## src/rtl/ram_loader_if.sv

```systemverilog
// Loader-side signal bundle: byte-source handshake, shared bus and RAM/address-register controls.
// master = the loader itself, slave = byte source plus bus/RAM environment.
interface ram_loader_if #(
    parameter int ADDR_WIDTH = 4,
    parameter int DATA_WIDTH = 8
);
    logic                  start;
    logic [DATA_WIDTH-1:0] byte_in;
    logic                  byte_valid;
    logic                  byte_ready;
    logic [DATA_WIDTH-1:0] bus_in;
    logic [DATA_WIDTH-1:0] bus_out;
    logic                  bus_drive;
    logic                  load_addr_reg;
    logic                  ram_write_n;
    logic                  ram_read;
    logic [ADDR_WIDTH-1:0] addr;
    logic                  busy;
    logic                  done;
    logic                  error;

    modport master (
        input  start, byte_in, byte_valid, bus_in,
        output byte_ready, bus_out, bus_drive, load_addr_reg, ram_write_n,
               ram_read, addr, busy, done, error
    );

    modport slave (
        output start, byte_in, byte_valid, bus_in,
        input  byte_ready, bus_out, bus_drive, load_addr_reg, ram_write_n,
               ram_read, addr, busy, done, error
    );
endinterface

```

## src/rtl/ram_loader.sv

```systemverilog
// Streams program bytes into the RAM: per byte, load the address register, then strobe a write.
// Define RAM_LOADER_VERIFY_EN to add a read-back cycle after each write that stops on mismatch.
module ram_loader #(
    parameter int ADDR_WIDTH = 4,
    parameter int DATA_WIDTH = 8,
    parameter int START_ADDR = 0,
    parameter int LAST_ADDR  = 15
) (
    input logic          clk,
    input logic          clear,
    ram_loader_if.master bus
);
    typedef enum logic [2:0] {
        S_IDLE, S_WAIT_BYTE, S_SET_ADDR, S_WRITE, S_READ, S_DONE, S_ERROR
    } state_t;

    localparam logic [ADDR_WIDTH-1:0] C_START_ADDR = ADDR_WIDTH'(START_ADDR);
    localparam logic [ADDR_WIDTH-1:0] C_LAST_ADDR  = ADDR_WIDTH'(LAST_ADDR);

    state_t                r_state;
    state_t                w_state_next;
    logic [ADDR_WIDTH-1:0] r_addr;
    logic [ADDR_WIDTH-1:0] w_addr_next;
    logic [DATA_WIDTH-1:0] r_data;
    logic [DATA_WIDTH-1:0] w_data_next;
    logic                  w_at_last;

    assign w_at_last = (r_addr == C_LAST_ADDR);

    always_ff @(posedge clk or posedge clear) begin
        if (clear) begin
            r_state <= S_IDLE;
            r_addr  <= C_START_ADDR;
            r_data  <= '0;
        end else begin
            r_state <= w_state_next;
            r_addr  <= w_addr_next;
            r_data  <= w_data_next;
        end
    end

    always_comb begin
        w_state_next = r_state;
        w_addr_next  = r_addr;
        w_data_next  = r_data;
        case (r_state)
            S_IDLE, S_DONE, S_ERROR: begin
                if (bus.start) begin
                    w_state_next = S_WAIT_BYTE;
                    w_addr_next  = C_START_ADDR;
                end
            end
            // byte_ready is high for the whole state, so valid alone completes the handshake
            S_WAIT_BYTE: begin
                if (bus.byte_valid) begin
                    w_data_next  = bus.byte_in;
                    w_state_next = S_SET_ADDR;
                end
            end
            S_SET_ADDR: w_state_next = S_WRITE;
            S_WRITE: begin
`ifdef RAM_LOADER_VERIFY_EN
                w_state_next = S_READ;
`else
                if (w_at_last) begin
                    w_state_next = S_DONE;
                end else begin
                    w_state_next = S_WAIT_BYTE;
                    w_addr_next  = r_addr + ADDR_WIDTH'(1);
                end
`endif
            end
`ifdef RAM_LOADER_VERIFY_EN
            // On mismatch addr is left on the failing location for diagnosis
            S_READ: begin
                if (bus.bus_in != r_data) begin
                    w_state_next = S_ERROR;
                end else if (w_at_last) begin
                    w_state_next = S_DONE;
                end else begin
                    w_state_next = S_WAIT_BYTE;
                    w_addr_next  = r_addr + ADDR_WIDTH'(1);
                end
            end
`endif
            default: w_state_next = S_IDLE;
        endcase
    end

    // Strobes decode only the registered state, giving full-cycle glitch-free pulses
    always_comb begin
        bus.byte_ready    = 1'b0;
        bus.bus_drive     = 1'b0;
        bus.bus_out       = '0;
        bus.load_addr_reg = 1'b0;
        bus.ram_write_n   = 1'b1;
        bus.ram_read      = 1'b0;
        bus.busy          = 1'b0;
        bus.done          = 1'b0;
        case (r_state)
            S_WAIT_BYTE: begin
                bus.byte_ready = 1'b1;
                bus.busy       = 1'b1;
            end
            S_SET_ADDR: begin
                bus.bus_drive     = 1'b1;
                bus.bus_out       = DATA_WIDTH'(r_addr);
                bus.load_addr_reg = 1'b1;
                bus.busy          = 1'b1;
            end
            S_WRITE: begin
                bus.bus_drive   = 1'b1;
                bus.bus_out     = r_data;
                bus.ram_write_n = 1'b0;
                bus.busy        = 1'b1;
            end
`ifdef RAM_LOADER_VERIFY_EN
            S_READ: begin
                bus.ram_read = 1'b1;
                bus.busy     = 1'b1;
            end
`endif
            S_DONE: bus.done = 1'b1;
            default: ;
        endcase
    end

    assign bus.addr = r_addr;

`ifdef RAM_LOADER_VERIFY_EN
    assign bus.error = (r_state == S_ERROR);
`else
    logic w_unused_bus_in;
    assign w_unused_bus_in = ^bus.bus_in;
    assign bus.error       = 1'b0;
`endif
endmodule

```

## src/flat_wrapper.sv

```systemverilog
// flat-port wrapper written by rule: the top's interface ports become plain ports
module ram_loader_flat 
#(
    parameter int ADDR_WIDTH = 4,
    parameter int DATA_WIDTH = 8,
    parameter int START_ADDR = 0,
    parameter int LAST_ADDR  = 15
)
  (clk, clear, bus_start, bus_byte_in, bus_byte_valid, bus_bus_in, bus_byte_ready, bus_bus_out, bus_bus_drive, bus_load_addr_reg, bus_ram_write_n, bus_ram_read, bus_addr, bus_busy, bus_done, bus_error);
  ram_loader_if #(.ADDR_WIDTH(ADDR_WIDTH), .DATA_WIDTH(DATA_WIDTH)) bus_i ();
  input logic clk;
  input logic clear;
  input wire logic [$bits(bus_i.start)-1:0] bus_start;
  input wire logic [$bits(bus_i.byte_in)-1:0] bus_byte_in;
  input wire logic [$bits(bus_i.byte_valid)-1:0] bus_byte_valid;
  input wire logic [$bits(bus_i.bus_in)-1:0] bus_bus_in;
  output wire logic [$bits(bus_i.byte_ready)-1:0] bus_byte_ready;
  output wire logic [$bits(bus_i.bus_out)-1:0] bus_bus_out;
  output wire logic [$bits(bus_i.bus_drive)-1:0] bus_bus_drive;
  output wire logic [$bits(bus_i.load_addr_reg)-1:0] bus_load_addr_reg;
  output wire logic [$bits(bus_i.ram_write_n)-1:0] bus_ram_write_n;
  output wire logic [$bits(bus_i.ram_read)-1:0] bus_ram_read;
  output wire logic [$bits(bus_i.addr)-1:0] bus_addr;
  output wire logic [$bits(bus_i.busy)-1:0] bus_busy;
  output wire logic [$bits(bus_i.done)-1:0] bus_done;
  output wire logic [$bits(bus_i.error)-1:0] bus_error;
  assign bus_i.start = bus_start;
  assign bus_i.byte_in = bus_byte_in;
  assign bus_i.byte_valid = bus_byte_valid;
  assign bus_i.bus_in = bus_bus_in;
  assign bus_byte_ready = bus_i.byte_ready;
  assign bus_bus_out = bus_i.bus_out;
  assign bus_bus_drive = bus_i.bus_drive;
  assign bus_load_addr_reg = bus_i.load_addr_reg;
  assign bus_ram_write_n = bus_i.ram_write_n;
  assign bus_ram_read = bus_i.ram_read;
  assign bus_addr = bus_i.addr;
  assign bus_busy = bus_i.busy;
  assign bus_done = bus_i.done;
  assign bus_error = bus_i.error;
  ram_loader #(.ADDR_WIDTH(ADDR_WIDTH), .DATA_WIDTH(DATA_WIDTH), .START_ADDR(START_ADDR), .LAST_ADDR(LAST_ADDR)) u_core (.clk(clk), .clear(clear), .bus(bus_i));
endmodule
```

## config.mk

```make
export PLATFORM = sky130hd
export DESIGN_NAME = ram_loader_flat
export DESIGN_NICKNAME = d
export VERILOG_FILES = /design/src/rtl/ram_loader_if.sv /design/src/rtl/ram_loader.sv /design/src/flat_wrapper.sv
export SDC_FILE = /design/constraint.sdc
export NUM_CORES = 1
export LEC_CHECK = 0
export CAP_MARGIN = 20
export CORE_MARGIN = 2
export CORE_UTILIZATION = 42
export CTS_BUF_LIST = sky130_fd_sc_hd__clkbuf_8
export DETAILED_ROUTE_END_ITERATION = 8
export PLACE_DENSITY = 0.8
export SYNTH_ARGS = -nofsm -noshare
export SYNTH_HDL_FRONTEND = slang
export SYNTH_SLANG_ARGS = --single-unit
```

## constraint.sdc

```tcl
create_clock -name clk -period 1.64 [get_ports clk]
set_input_delay 0.328 -clock clk [delete_from_list [all_inputs] [get_ports clk]]
set_output_delay 0.328 -clock clk [all_outputs]
set_load 0.05 [all_outputs]
```

### Word-level counts from Yosys, hierarchy flattened

Index checks and enable logic that the tools add are counted.

| operators by class | value |
|---|---|
| add/sub/neg operators | 1 |
| eq/ne operators | 9 |
| muxes and demuxes | 14 |
| reductions and logical operators | 8 |

Operator list:

| operator | number |
|---|---|
| $pmux 8 s2 | 1 |
| $pmux 3 s4 | 1 |
| $mux 3 | 3 |
| $mux 4 | 2 |
| $pmux 4 s2 | 1 |
| $eq 3x2->1 const B | 2 |
| $eq 3x3->1 const B | 2 |
| $mux 1 | 6 |
| $ne 2x2->1 const B | 3 |
| $reduce_or 3->1 | 2 |
| $add 4x1->4 const B | 1 |
| $eq 4x4->1 const B | 1 |
| $reduce_and 2->1 | 2 |
| $eq 3x1->1 const B | 1 |
| $logic_not 3->1 | 1 |
| $reduce_and 3->1 | 1 |
| $reduce_bool 2->1 | 1 |
| $reduce_or 2->1 | 1 |

| word-level totals | value |
|---|---|
| flip-flop bits (word level) | 15 |
| output and inout bits | 20 |
| logic and storage cells | 35 |

### Longest topological paths before layout

Gate-level depths: netlist (run 1).

| logic depth | value |
|---|---|
| depth after elaboration | 4 |
| depth in mapped cells | 6 |
| depth with buffers taken out | 6 |

### Least setup slack after synthesis (run 1)

OpenSTA, ideal clock, no wires.

| path | value |
|---|---|
| kind | reg2out |
| from | register u_core.r_state[0] |
| to | output port bus_done |
| arrival | 1.754 ns |
| required time | 1.312 ns |
| slack | -0.442 ns |
| cell stages (with the launch flop) | 4 |
| buffers on the path | 1 |
| path through | dfrtp_1 -> buf_4 -> inv_1 -> nor3_1 |

| on the way | value |
|---|---|
| word-level cells in the longest chain between the ends | 2 |

Ends and longest elaborated chain:

| item | RTL line | source |
|---|---|---|
| from (decl) | ram_loader.sv:20 | `state_t r_state;` |
| from (signal assigned) | ram_loader.sv:36 | `r_state <= w_state_next;` |
| $eq 3x3->1 | ram_loader.sv:100 | `case (r_state)` |
| $mux 1 | ram_loader.sv:100 |  |
| to (decl) | flat_wrapper.sv:25 | `output wire logic [$bits(bus_i.done)-1:0] bus_done;` |

No other way between the ends.

### Worst setup path after layout (run 1)

| path | value |
|---|---|
| from | register u_core.r_state[0] |
| to | output port bus_bus_out[3] |

| on the way | value |
|---|---|
| word-level cells in the longest chain between the ends | 2 |

Ends and longest elaborated chain:

| item | RTL line | source |
|---|---|---|
| $eq 3x2->1 | ram_loader.sv:100 |  |
| $pmux 8 s2 (*) | ram_loader.sv:100 |  |
| to (decl) | flat_wrapper.sv:18 | `output wire logic [$bits(bus_i.bus_out)-1:0] bus_bus_out;` |

Mark *: on every way between the ends. The rest lies on a longest branch, timed or not.

==> results of run 1 <==
-- sequential cells by signal, indices dropped and copies added, names as in the netlist --
name	cells
u_core.r_state	3
u_core.bus.addr	4
u_core.r_data	8
-- layout make-up --
type / count / area share, %
Timing Repair Buffer: 50 / 38.66
Multi-Input combinational cell: 60 / 31.66
Sequential cell: 15 / 23.14
Clock buffer: 3 / 2.511
Tap cell: 27 / 2.055
Inverter: 7 / 1.750
Clock inverter: 1 / 0.2283
-- where the power goes --
group | internal (mW) | switching, mW
Combinational | 1.19 | 1.27
Sequential | 0.530 | 0.134
Clock | 0.166 | 0.135
-- through the flow --
stage               TNS (ns)  setup slack (ns)
floorplan            -0.6753           -0.1668
global placement     -0.7400           -0.1077
detailed placement   -0.8435           -0.1320
CTS                 -0.04084          -0.02081
global route         -0.3625          -0.06490
finish              -0.06781          -0.02324
-- layout by cell type (no fill, tap or decap), types with 4 or more instances in the layout --
cell type        instances
buf_4                   19
buf_12                  18
clkdlybuf4s50_1         11
dfrtp_1                 11
mux2_2                   8
nor2_2                   6
inv_1                    5
and2_4                   4
o31ai_1                  4
dfrtp_2                  4
-- kinds of logic (layout without fill, tap and decap cells) --
family / count (synthesis) / count (layout) / share of synthesized area [%]
and+or+nand+nor: 29 / 29 / 19.80
AOI/OAI and AO/OA: 16 / 16 / 14.43
DFF: 15 / 15 / 42.43
muxes: 12 / 12 / 14.71
buffers and inverters: 11 / 61 / 6.788
adders and majority gates: 1 / 1 / 1.414
other: 1 / 2 / 0.4239
-- worst min path at each step --
stage	startpoint	end	slack, ns
5_1_grt	clear	u_core.bus.addr[3]	0.33
4_1_cts	clear	u_core.bus.addr[3]	0.32
3_5_place_dp	u_core.r_data[7]	u_core.r_data[7]	0.49
2_1_floorplan	clear	u_core.bus.addr[2]	0.23
3_3_place_gp	u_core.r_data[4]	u_core.r_data[4]	0.48
6_report	clear	u_core.bus.addr[1]	0.30
-- routing by layer --
metal  global-route usage [%]  share of wire (%)  up-vias
li1                         -                  -      403
met1                    24.90                 42      428
met2                    34.67                 52       35
met3                    3.030                4.7        4
met4                    12.04                1.1        0
met5                        0                  0        -
-- timing repair --
item | 4_1_cts | 5_1_grt
cloned | 0 | 0
endpoints found under the setup margin | 15 | 11
pin swaps | 0 | 7
resized for setup | 12 | 11
buffers inserted | 2 | 6
==> metrics.md, run 1 <==
| Metric | Value |
|---|---|
| Status | finished, violations left |
| Failing checks | setup timing |
| Total number of vias | 870 |
| First-pass iteration count of the detailed router | 4 |
| Setup CP Type | flop to primary output |
| I/O Pins | 40 |
| Setup Skew | 0.003246 ns |
| Worst Path Arrival | 1.34 ns |
| Final period utilization | 101.4% |
| Hold Crit Class | primary input to asynchronous set/reset pin |
| Total gr overflow | 0 |
| Reg2Reg Setup Slack | 0.05 ns |
| CP delay by family, top | flip-flops |
| Post-Syn Area per Cell | 10.41 µm² |
| FF-to-FF End | u_core.bus.addr[3] |
| Residual DRC | 0 |
| Final Util | 82.95% |
| EDFF count, synth | 0 |
| Post-detailed-route count of antenna-violating nets | 0 |
| Via density | 5.337 |
| Top-count cell post-synth | dfrtp_1 |
| HPWL after detailed placement | 1692 µm |
| Pleak | 0.7307 nW |
| Largest net degree at the start of global routing | 10 |
| Nets | 158 |
| Register area share after synthesis | 42.43% |
| Worst-path clk slew | 0.06 ns |
| Die H | 49.90 µm |
| Die area | 2490 µm² |
| RSZ-0062 raised after global routing | true |
| FFs w/ async S/R, synth | 100.0% |
| Mapped Cells | 85 |
| Worst Setup End Kind | primary output |
| Antenna Cells | 0 |
| CP Buf/Inv Count | 2 |
| Reg-to-Reg Start | u_core.r_state[1] |
| Pwr/cell area | 2087 nW/µm² |
| Critical Path RT | 1.31 ns |
| Register bit count reported by yosys | 15 |
| Starting Density | 44.63% |
| Clock Latency Late Sink | 0.25 ns |
| CTS Hold Bufs | 0 |
| Footprint of the multi-input gates | 520.5 µm² |
| Layout cells sized above 1 | 57.35% |
| Register area | 380.4 µm² |
| Startpoint types | flop |
| Post-synthesis cell area | 884.6 µm² |
| Initial antenna violation count | 0 |
| Fin cells | 163 |
| Post-synth top cells | dfrtp_1, nor2_1, mux2_2 |
| First-pass GRT wire length | 3870 µm |
| Post-synth top area share | 42.43% |
| Fillers | 96 |
| CORE AREA | 1982 µm² |
| Fin crit period | 1.663 ns |
| Synth area leaders | dfrtp_1, mux2_2, mux2i_1 |
| CP peak stage delay | 0.46 ns |
| Max frequency | 601.2 MHz |
| CTS Root Buffer Type | clkbuf_8 |
| Worst path depth | 4 |
| Warning count from the yosys run | 0 |
| Total Routed Length | 2595 µm |
| Routed WL per cell | 15.92 µm |
| Slew Limit Fails | 0 |
| Vias in the first global route | 874 |
| Clock buffer depth | 2 |
| Row count | 16 |
| Final setup viols | 5 |
| CP Launch Point | u_core.r_state[0] |
| # clock sinks | 15 |
| Yosys top cell by area | dfrtp_1 |
| Final WS setup | -0.02324 ns |
| 1st-iter DRT viols | 13 |
| Placer Congestion | 0.9025 |
| Worst path slowest cell | dfrtp_2 |
| Htree depth | 1 |
| Syn-to-layout area delta | 85.86% |
| Maximum VDD drop | 1.580 mV |
| Worst Reg2Reg Path Length in Cells | 6 |
| Critical Path End | bus_bus_out[3] |
| Final Hold Viols | 0 |
| Port Buffers | 29 |
| Die Wd | 49.90 µm |
| Final instance area | 1644 µm² |
| Area after DPL | 1469 µm² |
| Dominant synthesized flop cell | dfrtp_1 |
| Design Power | 3.431 mW |
| WHS | 0.3013 ns |
| Post-synthesis cell type count | 36 |
| Placed Cells | 151 |
| All-Layer GR Usage | 20.64% |
| Crit Path Max Fanout | 6 |
| CTS tree | built |
| Max_cap viols | 0 |
| Critical path cell sequence | buf_6 > mux2i_4 > nor2_4 > buf_12 |
| CTS Buf Count | 3 |
Power figures use the tool's default switching activity.
==> run 2, diff against run 1 <==
==> constraint.sdc (replaced) <==
create_clock -name clk -period 1.64 [get_ports clk]
set_input_delay 0.164 -clock clk [delete_from_list [all_inputs] [get_ports clk]]
set_output_delay 0.164 -clock clk [all_outputs]
set_load 0.05 [all_outputs]
==> run 2 against run 1 <==
  * Cell area shrank 11%
  * Core utilization shrank 9.5 points
  * Largest cell class unchanged
  * Die area is the same
  * Clock skew grew 0.0037 ns
  * Maximum frequency grew 5.6%
  * First-iteration DRC count shrank 69%
  * Non-clock buffer count shrank 11
  * The run now ends clean
  * Wire length shrank 16%
  * Cell count shrank 6.7%
  * Critical path depth is the same
  * Worst hold slack lost 0.027 ns
==> metrics.md, run 2 (synthesis results as in run 1) <==
| Metric | Value |
|---|---|
| Residual DRC | 0 (unchanged) |
| First-pass iteration count of the detailed router | 4 (unchanged) |
| Row count | 16 (unchanged) |
| Most frequent cells in the layout | buf_12, buf_4, clkdlybuf4s50_1, dfrtp_1, nor2_1 (was buf_4, buf_12, clkdlybuf4s50_1, dfrtp_1, mux2_2) |
| Reg-to-Reg Start | u_core.r_state[1] (unchanged) |
| Syn-to-layout area delta | 64.64% (was 85.86%) |
| Pleak | 0.6565 nW (was 0.7307 nW) |
| Max FFs per register | 8 (unchanged) |
| Internal power | 1.684 mW (was 1.888 mW) |
| RSZ-0062 raised after global routing | true (unchanged) |
| Via density | 5.158 (was 5.337) |
| Layout cells sized above 1 | 43.20% (was 57.35%) |
| Worst-path clk slew | 0.07 ns (was 0.06 ns) |
| CTS Root Buffer Type | clkbuf_8 (unchanged) |
| Antenna Cells | 0 (unchanged) |
| Nets | 147 (was 158) |
| Initial antenna violation count | 0 (unchanged) |
| Die area | 2490 µm² (unchanged) |
| Starting Density | 44.63% (unchanged) |
| Clock network power share | 9.6% (was 8.8%) |
| Htree depth | 1 (unchanged) |
| # clock sinks | 15 (unchanged) |
| Reg2Reg Setup Slack | 0.06 ns (was 0.05 ns) |
| Total number of vias | 784 (was 870) |
| Worst Path Arrival | 1.41 ns (was 1.34 ns) |
| All-Layer GR Usage | 20.17% (was 20.64%) |
| Final Hold Viols | 0 (unchanged) |
| Final period utilization | 96.08% (was 101.4%) |
| Post-detailed-route count of antenna-violating nets | 0 (unchanged) |
| Routed WL per cell | 14.38 µm (was 15.92 µm) |
| CTS Hold Bufs | 0 (unchanged) |
| Sw frac | 45.31% (was 44.97%) |
| Port Buffers | 29 (unchanged) |
| CTS Buf Count | 3 (unchanged) |
| Status | complete, no violations (was finished, violations left) |
| Clock Latency Late Sink | 0.25 ns (about the same) |
| Final setup viols | 0 (was 5) |
| Worst slack at placement | -0.004588 ns (was -0.1320 ns) |
| Total gr overflow | 0 (unchanged) |
| WHS | 0.2739 ns (was 0.3013 ns) |
| Maximum VDD drop | 1.197 mV (was 1.580 mV) |
| First-pass GRT wire length | 3801 µm (was 3870 µm) |
| Part of the power in combinational logic | 68.9% (was 71.9%) |
| Slew Limit Fails | 0 (unchanged) |
| Largest net degree at the start of global routing | 16 (was 10) |
| Die H | 49.90 µm (unchanged) |
| Reg power frac | 21.4% (was 19.4%) |
| CORE AREA | 1982 µm² (unchanged) |
| Max frequency | 634.6 MHz (was 601.2 MHz) |
| Fin crit period | 1.576 ns (was 1.663 ns) |
| Setup CP Type | flop to primary output (unchanged) |
| Hold Crit Class | primary input to asynchronous set/reset pin (unchanged) |
| Pwr/cell area | 2115 nW/µm² (was 2087 nW/µm²) |
| Placer Congestion | 0.8674 (was 0.9025) |
| HPWL after detailed placement | 1657 µm (was 1692 µm) |
| CTS tree | built (unchanged) |
| Psw | 1.396 mW (was 1.543 mW) |
| Biggest register | u_core.r_data (unchanged) |
| Die Wd | 49.90 µm (unchanged) |
| Final WS setup | 0.06427 ns (was -0.02324 ns) |
| I/O Pins | 40 (unchanged) |
| Fillers | 141 (was 96) |
| Critical Path RT | 1.48 ns (was 1.31 ns) |
| Worst-Margin Slew | 0.5904 ns |
| Most common cell after layout, fill and taps aside | buf_12 (was buf_4) |
| Startpoint types | flop (unchanged) |
| Setup Skew | 0.006959 ns (was 0.003246 ns) |
| Max_cap viols | 0 (unchanged) |
| FF-to-FF End | u_core.bus.addr[1] (was u_core.bus.addr[3]) |
| Worst Setup End Kind | primary output (unchanged) |
| Worst Reg2Reg Path Length in Cells | 5 (was 6) |
| Crit Path Max Fanout | 9 (was 6) |
| 1st-iter DRT viols | 4 (was 13) |
| Total Routed Length | 2185 µm (was 2595 µm) |
| Vias in the first global route | 876 (was 874) |
| Clock buffer depth | 2 (unchanged) |
| Design Power | 3.080 mW (was 3.431 mW) |
| Slew headroom | 60.59% |
## run 2: cell count changes in the layout (fill, tap and decap cells not counted), sizes merged
cell,change
inv,-1
buf,-11
clkinv,+1
## run 2: power by group through the flow
stage	clock network, mW	registers, mW	logic [mW]
after floorplan	0	0.703	1.14
after global placement	0	0.661	2.01
after detailed placement	0	0.674	2.05
after CTS	0.302	0.660	2.12
after global routing	0.322	0.692	2.23
final	0.297	0.660	2.12
## run 2: per-layer routing
layer | vias to the layer above | routed length [µm] | global-route usage (%)
li1 | 378 | - | -
met1 | 373 | 921 | 23.89
met2 | 31 | 1141 | 35.33
met3 | 2 | 108 | 2.727
met4 | 0 | 15 | 10.19
met5 | - | 0 | 0
## run 2: layout make-up
type / instances / area, µm² / area share, %
multi-input combinational: 60 / 461.7 / 31.70
tap: 27 / 33.78 / 2.320
sequential: 15 / 380.4 / 26.12
timing repair buffer: 39 / 508.0 / 34.88
clock buffer: 3 / 41.29 / 2.835
inverter: 7 / 26.28 / 1.804
clock inverter: 1 / 5.005 / 0.3436
## run 2: how the worst max path moves through the flow
stage	from	cells after the start	end
global placement	bus_start	5	u_core.bus.addr[1]
global route	u_core.r_state[1]	5	u_core.bus.addr[3]
floorplan	u_core.bus.addr[2]	2	bus_bus_out[2]
detailed placement	bus_start	5	u_core.bus.addr[1]
CTS	u_core.r_state[1]	4	bus_bus_out[7]
finish	u_core.r_state[0]	4	bus_bus_out[3]
## run 2: per-stage QoR
stage	std cells	TNS [ns]	util [%]	instance area, µm²
final	152	0	73.48	1456
after global routing	152	-0.04252	73.48	1456
after CTS	152	0	73.30	1453
after detailed placement	145	-0.004588	69.70	1381
after global placement	145	0	69.70	1381
after floorplan	86	-0.002291	-	895.9
## run 2: critical path, stage by stage (launching register included)
cell and delay (ns):
dfrtp_2 0.49, buf_4 0.20, mux2i_1 0.12, nor2_1 0.20
buf_12 0.17
## run 2: timing repair
action	in CTS	in global routing
buffers inserted	3	0
setup endpoints to repair	9	7
gates cloned	0	0
resized for setup	3	1
